### src/rtl/reg_file_mod_pkg.sv
// rtl/reg_file_mod_pkg.sv - shared constants and read-port state type for the register file
package reg_file_mod_pkg;

  localparam int RF_WIDTH    = 32;
  localparam int RF_ADDR_LEN = 5;
  localparam int RF_NUM_REGS = 2 ** RF_ADDR_LEN;

  typedef enum logic [1:0] {
    RF_IDLE = 2'd0,
    RF_WAIT = 2'd1,
    RF_RESP = 2'd2
  } rf_state_e;

endpackage

### src/rtl/reg_file_mod_rf_read_port.sv
// rtl/reg_file_mod_rf_read_port.sv - one read port: request FSM, wait-address latch, data/strobe registers
module rf_read_port_mod
  import reg_file_mod_pkg::*;
#(
  parameter int WIDTH = RF_WIDTH,
  parameter int AW    = RF_ADDR_LEN
) (
  input  logic             clk,
  input  logic             rst,
  input  logic             rd_en_i,
  input  logic [AW-1:0]    rd_add_i,
  input  logic             busy_i,     // scoreboard bit of rd_add_i before this edge
  input  logic [WIDTH-1:0] reg_val_i,  // stored value of rd_add_i
  input  logic             wr_en_i,    // already masked for r0 by the parent
  input  logic [AW-1:0]    wr_add_i,
  input  logic [WIDTH-1:0] wr_data_i,
  output logic [WIDTH-1:0] rd_data_o,
  output logic             rd_st_o
);

  rf_state_e        state_q, state_d;
  logic [AW-1:0]    addr_q, addr_d;
  logic [WIDTH-1:0] data_q, data_d;
  logic             st_q, st_d;
  logic             wr_hit;

  // A write landing on the requested register this edge both clears the hazard and supplies the data.
  assign wr_hit = wr_en_i && (wr_add_i == rd_add_i);

  // Next-state, address latch and response data selection.
  always_comb begin
    state_d = state_q;
    addr_d  = addr_q;
    data_d  = data_q;
    st_d    = 1'b0;
    case (state_q)
      RF_WAIT: begin
        if (wr_en_i && (wr_add_i == addr_q)) begin
          state_d = RF_RESP;
          st_d    = 1'b1;
          data_d  = wr_data_i;
        end
      end
      default: begin
        if (!rd_en_i) begin
          state_d = RF_IDLE;
        end else if (busy_i && !wr_hit) begin
          state_d = RF_WAIT;
          addr_d  = rd_add_i;
        end else begin
          state_d = RF_RESP;
          st_d    = 1'b1;
          data_d  = wr_hit ? wr_data_i : reg_val_i;
        end
      end
    endcase
  end

  // State and output registers; reset drops any pending wait without a strobe.
  always_ff @(posedge clk) begin
    if (rst) begin
      state_q <= RF_IDLE;
      addr_q  <= '0;
      data_q  <= '0;
      st_q    <= 1'b0;
    end else begin
      state_q <= state_d;
      addr_q  <= addr_d;
      data_q  <= data_d;
      st_q    <= st_d;
    end
  end

  assign rd_data_o = data_q;
  assign rd_st_o   = st_q;

endmodule

### src/rtl/reg_file_mod.sv
// rtl/reg_file_mod.sv - register file with busy scoreboard and two hazard-aware read ports
module reg_file_mod
  import reg_file_mod_pkg::*;
#(
  parameter int WIDTH        = RF_WIDTH,
  parameter int REG_ADDR_LEN = RF_ADDR_LEN,
  parameter int NUM_REGS     = RF_NUM_REGS
) (
  input  logic                    clk,
  input  logic                    rst,
  input  logic [REG_ADDR_LEN-1:0] Rd1_add,
  input  logic                    Rd1_en,
  output logic [WIDTH-1:0]        Rd1_data,
  output logic                    Rd1_st,
  input  logic [REG_ADDR_LEN-1:0] Rd2_add,
  input  logic                    Rd2_en,
  output logic [WIDTH-1:0]        Rd2_data,
  output logic                    Rd2_st,
  input  logic [REG_ADDR_LEN-1:0] Wr_add,
  input  logic [WIDTH-1:0]        Wr_data,
  input  logic                    Wr_en,
  input  logic [REG_ADDR_LEN-1:0] Rsv_add,
  input  logic                    Rsv_en,
  output logic [NUM_REGS-1:0]     Busy_out
);

  logic [WIDTH-1:0]    regs_q [NUM_REGS];
  logic [WIDTH-1:0]    regs_d [NUM_REGS];
  logic [NUM_REGS-1:0] busy_q, busy_d;
  logic                wr_eff, rsv_eff;

  // r0 is hardwired: writes and reserves to it are dropped here, so it stays 0 and never busy.
  assign wr_eff  = Wr_en && (Wr_add != '0);
  assign rsv_eff = Rsv_en && (Rsv_add != '0);

  // Storage and scoreboard update; the reserve is applied last so a new producer wins a same-edge tie.
  always_comb begin
    regs_d = regs_q;
    busy_d = busy_q;
    if (wr_eff) begin
      regs_d[Wr_add] = Wr_data;
      busy_d[Wr_add] = 1'b0;
    end
    if (rsv_eff) begin
      busy_d[Rsv_add] = 1'b1;
    end
  end

  // Storage and scoreboard registers.
  always_ff @(posedge clk) begin
    if (rst) begin
      regs_q <= '{default: '0};
      busy_q <= '0;
    end else begin
      regs_q <= regs_d;
      busy_q <= busy_d;
    end
  end

  assign Busy_out = busy_q;

  rf_read_port_mod #(.WIDTH(WIDTH), .AW(REG_ADDR_LEN)) u_port1 (
    .clk       (clk),
    .rst       (rst),
    .rd_en_i   (Rd1_en),
    .rd_add_i  (Rd1_add),
    .busy_i    (busy_q[Rd1_add]),
    .reg_val_i (regs_q[Rd1_add]),
    .wr_en_i   (wr_eff),
    .wr_add_i  (Wr_add),
    .wr_data_i (Wr_data),
    .rd_data_o (Rd1_data),
    .rd_st_o   (Rd1_st)
  );

  rf_read_port_mod #(.WIDTH(WIDTH), .AW(REG_ADDR_LEN)) u_port2 (
    .clk       (clk),
    .rst       (rst),
    .rd_en_i   (Rd2_en),
    .rd_add_i  (Rd2_add),
    .busy_i    (busy_q[Rd2_add]),
    .reg_val_i (regs_q[Rd2_add]),
    .wr_en_i   (wr_eff),
    .wr_add_i  (Wr_add),
    .wr_data_i (Wr_data),
    .rd_data_o (Rd2_data),
    .rd_st_o   (Rd2_st)
  );

endmodule

### config.mk
export PLATFORM = sky130hd
export DESIGN_NAME = reg_file_mod
export DESIGN_NICKNAME = d
export VERILOG_FILES = /design/src/rtl/reg_file_mod_pkg.sv /design/src/rtl/reg_file_mod_rf_read_port.sv /design/src/rtl/reg_file_mod.sv
export SDC_FILE = /design/constraint.sdc
export NUM_CORES = 2
export LEC_CHECK = 0
export ABC_CLOCK_PERIOD_IN_PS = 3600
export BUFFER_PORTS_ARGS = -buffer_cell sky130_fd_sc_hd__buf_2
export CORE_MARGIN = 3
export CORE_UTILIZATION = 30
export DETAILED_ROUTE_END_ITERATION = 16
export HOLD_SLACK_MARGIN = 0.08
export MAX_ROUTING_LAYER = met4
export SYNTH_ARGS = -nofsm -noshare
export SYNTH_HDL_FRONTEND = slang
export SYNTH_SLANG_ARGS = --single-unit
### constraint.sdc
create_clock -name clk -period 3.6 [get_ports clk]
set_clock_uncertainty 0.1 [all_clocks]
set_input_delay 0.72 -clock clk [delete_from_list [all_inputs] [get_ports clk]]
set_output_delay 0.72 -clock clk [all_outputs]
set_load 0.02 [all_outputs]
==> impl_metrics.toml, run 1 <==
[status]
status = "stopped before the end"
stop_stage = "detailed routing"
stop_error = "[ERROR DRT-0255] Maze Route cannot find path of net clk in worker of routeBox ( 434700 193200 ) ( 442235 241500 )."

[cts]
root_buffer = "clkbuf_16"
cts_resized = 0
ctsHoldBuffers = 0
clock-sinks = 1136
cts.htree.levels = 3
cts_made_buffers = 113
post_cts_buffers = 0
ctsLongestPathBuffers = 3

[synth]
synth_top_area_share_pct = 39.8
ys_seq_area_share_pct = 39.8
synthTopCellsByArea = "dfxtp_1 40%, mux4_2 16%, nand2_1 14%, a21oi_1 9.5%, mux2i_1 4.8%"
synth_cell_types = 57
ys.flop_type = "dfxtp_1"
ys_seq_elements = 1136
synth_nets = 6723
syn_area_per_cell_um2 = 8.57
synth_edf_count = 0
syn_inst = 6665
ys_warn_count = 0
async_flop_share_pct = 0
yosysTopAreaCell = "dfxtp_1"
syn-cell-area_mm2 = 0.0571

[place]
placed_cell_area_mm2 = 0.0611
port_buffers = 155
pre_cts_ws_ns = 0.0922
place_congestion = 0.970
dp.final_hpwl_mm = 152

[die]
rows = 159
ios = 156
die_w_um = 442
die_h_um = 442
initial_utilization_pct = 30.3

[global_route]
grtUsageTotal_pct = 24.6
antenna_found_initial = 16
grt_pass1_vias = 50100
grt_overflow = 0
grt_max_degree = 176
grt_pass1_wl_mm = 351
## per-layer routing
| metal | GRT usage, % |
|---|---|
| met1 | 31.0 |
| met2 | 36.0 |
| met3 | 5.26 |
| met4 | 15.3 |
| met5 | - |
## through the flow
| stage | hold WS [ns] | std cells |
|---|---|---|
| floorplan | 0.343 | 6665 |
| global placement | 0.339 | 8852 |
| detailed placement | 0.333 | 8852 |
| CTS | 0.125 | 9060 |
| global route | 0.179 | 9066 |
## logic make-up after synthesis
family	share of synthesized area, %
buf+inv	5.77
xor+xnor	0.307
compound gates	17.1
simple gates	16.5
flops	39.8
mux	20.5
## cell usage after synthesis (all sizes together), types with 64 or more instances
master,number
a21oi,1089
a221oi,128
clkbuf,560
a22oi,92
o21ai,99
nand2,2176
mux4,398
o22ai,65
nor2,80
dfxtp,1136
mux2i,272
buf,141
inv,72
a211oi,64
==> run 2: changes to the inputs <==
CORE_UTILIZATION = 20   (was 30)
HOLD_SLACK_MARGIN = not set   (was 0.08)
MAX_ROUTING_LAYER = not set   (was met4)
PLACE_DENSITY_LB_ADDON = 0.15   (was not set)
==> impl_metrics.toml, run 2 <==
[timing]
hold_viol = 0
fin_crit_ns = 2.71
clock.fmax_ghz = 0.369
relSlewSlack_pct = 29.4
rsz0062_at_grt = "no"
setup_viol = 0
worstMarginPinSlew_ns = 1.06
whs_ns = 0.136
tns_ns = 0
timing.final.crit_share_pct = 75.3
slew_viol_final = 0

[detailed_routing]
drtPass1Iterations = 6
via_count = 52200
drc = 0
drtIter0Drc = 4842
antenna_left = 0
viasPerCell = 4.99
wl_per_cell_um = 28.1
wirelength_mm = 295

[synth]
ys_seq_elements = 1136
yosysTopAreaCell = "dfxtp_1"
synth_edf_count = 0
syn_inst = 6665
synth_top_area_share_pct = 39.8
ys_seq_area_share_pct = 39.8
syn-cell-area_mm2 = 0.0571
synth_most_common_cell = "nand2_1"
synth_nets = 6723
netlist_top_cells_count = "2176 x nand2_1, 1136 x dfxtp_1, 1089 x a21oi_1, 532 x clkbuf_1, 398 x mux4_2"
ys_warn_count = 0
ys.flop_type = "dfxtp_1"
synthTopCellsByArea = "dfxtp_1 40%, mux4_2 16%, nand2_1 14%, a21oi_1 9.5%, mux2i_1 4.8%"
syn_area_per_cell_um2 = 8.57
synth_cell_types = 57
async_flop_share_pct = 0

[cts]
cts_resized = 0
cts_made_buffers = 145
cts.htree.levels = 4
clk_pin_slew_worst_paths_ns = 0.06
clk_latency_ns = 0.83
post_cts_buffers = 0
tritoncts = "built"
ctsLongestPathBuffers = 4
root_buffer = "clkbuf_16"
clock-sinks = 1136
ctsHoldBuffers = 0

[die]
rows = 195
die_h_um = 540
ios = 156
initial_utilization_pct = 20.2
core_mm2 = 0.283
die_w_um = 540
dieArea_mm2 = 0.292

[place]
dp.final_hpwl_mm = 181
place_congestion = 0.815
port_buffers = 155

[global_route]
grt_pass1_vias = 50300
grt_max_degree = 138
grt_pass1_wl_mm = 410
grtUsageTotal_pct = 19.5
antenna_found_initial = 15
grt_overflow = 0

[layout]
layout_commonest_cell = "nand2_1"
largest_reg_flops = 1024
regMostFlops = "regs_q"
layout_common_cells = "2145 x nand2_1, 1136 x dfxtp_1, 1089 x a21oi_1"
fillers = 30400
nets = 6675
final_layout_size_suffix_gt1_share_pct = 18.5
area_growth_pct = 20.6

[status]
status = "finished, final reports clean"

[setup_path]
rr_endpoint = "u_port2.addr_q[1]$_SDFFE_PP0P_"
r2r_slack_ns = 0.89
reg2reg_from = "Busy_out[11]$_SDFF_PP0_"
cp.arrival_ns = 3.31
endpoint_kind = "flip-flop"
crit_fanout = 13
worstRegToRegCells = 6
required_ns = 4.20
worst_setup_path_start_kind = "flip-flop"
worstSetupPathType = "flip-flop to flip-flop"

[job]
cap_violations = 0

[hold_path]
worstHoldStart = "Rd1_en"
hp-class = "input port to flip-flop"
min_path_cells = 3
min_to = "u_port1.state_q[0]$_SDFFE_PP0P_"

[power]
p_per_area_mw_per_mm2 = 456
p_leak_nw = 22.4
ir_worst_vdd_v = 0.000313
-- run 2: logic make-up (layout without fill, tap and decap cells) --
logic type	count (synthesis)	in the layout	share of synthesized area (%)
AOI/OAI and AO/OA	1654	1654	17.1
muxes	670	670	20.5
xor gates and xnor gates	20	20	0.307
DFF	1136	1136	39.8
and+or+nand+nor	2412	2412	16.5
buffers and inverters	773	823	5.77
other	0	5	0
-- run 2: per-stage QoR --
stage,cell area (µm²),power (mW),cells,setup slack (ns),utilization [%]
3_5_place_dp,64200,16.7,10200,0.147,22.6
3_3_place_gp,64200,16.7,10200,0.127,22.6
2_1_floorplan,57100,15.0,6665,0.763,-
5_1_grt,68800,32.4,10500,0.798,24.3
6_report,68800,31.4,10500,0.889,24.3
4_1_cts,68800,31.7,10500,0.944,24.3
-- run 2: cell type report --
cell class	instances	area [µm²]	share of cell area, %
Clock inverter	31	358	0.520
Inverter	72	274	0.398
Multi-Input combinational cell	4756	31400	45.7
Sequential cell	1136	22700	33.0
Antenna cell	5	12.5	0.0182
Tap cell	3743	4680	6.80
Timing Repair Buffer	506	5010	7.27
Clock buffer	214	4310	6.26
-- run 2: worst max path at each step --
stage,cells past startpoint,endpoint,start
after floorplan,9,u_port2.rd_data_o[22]$_SDFFE_PP0P_,Rd2_add[0]
after global placement,9,u_port1.rd_data_o[0]$_SDFFE_PP0P_,Rd1_add[0]
after detailed placement,9,u_port1.rd_data_o[24]$_SDFFE_PP0P_,Rd1_add[0]
after CTS,7,u_port2.rd_data_o[31]$_SDFFE_PP0P_,Busy_out[11]$_SDFF_PP0_
after global routing,7,u_port2.rd_data_o[31]$_SDFFE_PP0P_,Busy_out[8]$_SDFF_PP0_
final,6,u_port2.addr_q[1]$_SDFFE_PP0P_,Busy_out[11]$_SDFF_PP0_
-- run 2: critical path, cell delays in order (launching register included) --
cell and delay [ns]:
dfxtp_1 0.45, mux4_2 0.29, nor2b_1 0.05, nor4b_1 0.74
o21bai_4 0.27, a21boi_2 0.48, mux2i_1 0.24
-- run 2: where the power goes --
group          internal (mW)  switching [mW]  total [mW]
Combinational           1.09            2.39        3.48
Sequential              12.7           0.208        13.0
Clock                   8.76            6.16        14.9
Total                   22.6            8.76        31.4
-- run 2: metal layers --
layer  GRT usage (%)  part of all wire, %
met1            27.5                   46
met4            6.37                  3.5
met5               0               0.0044
met3            2.51                  5.4
met2            30.5                   45
No activity file was read; power rests on OpenSTA's default activity.
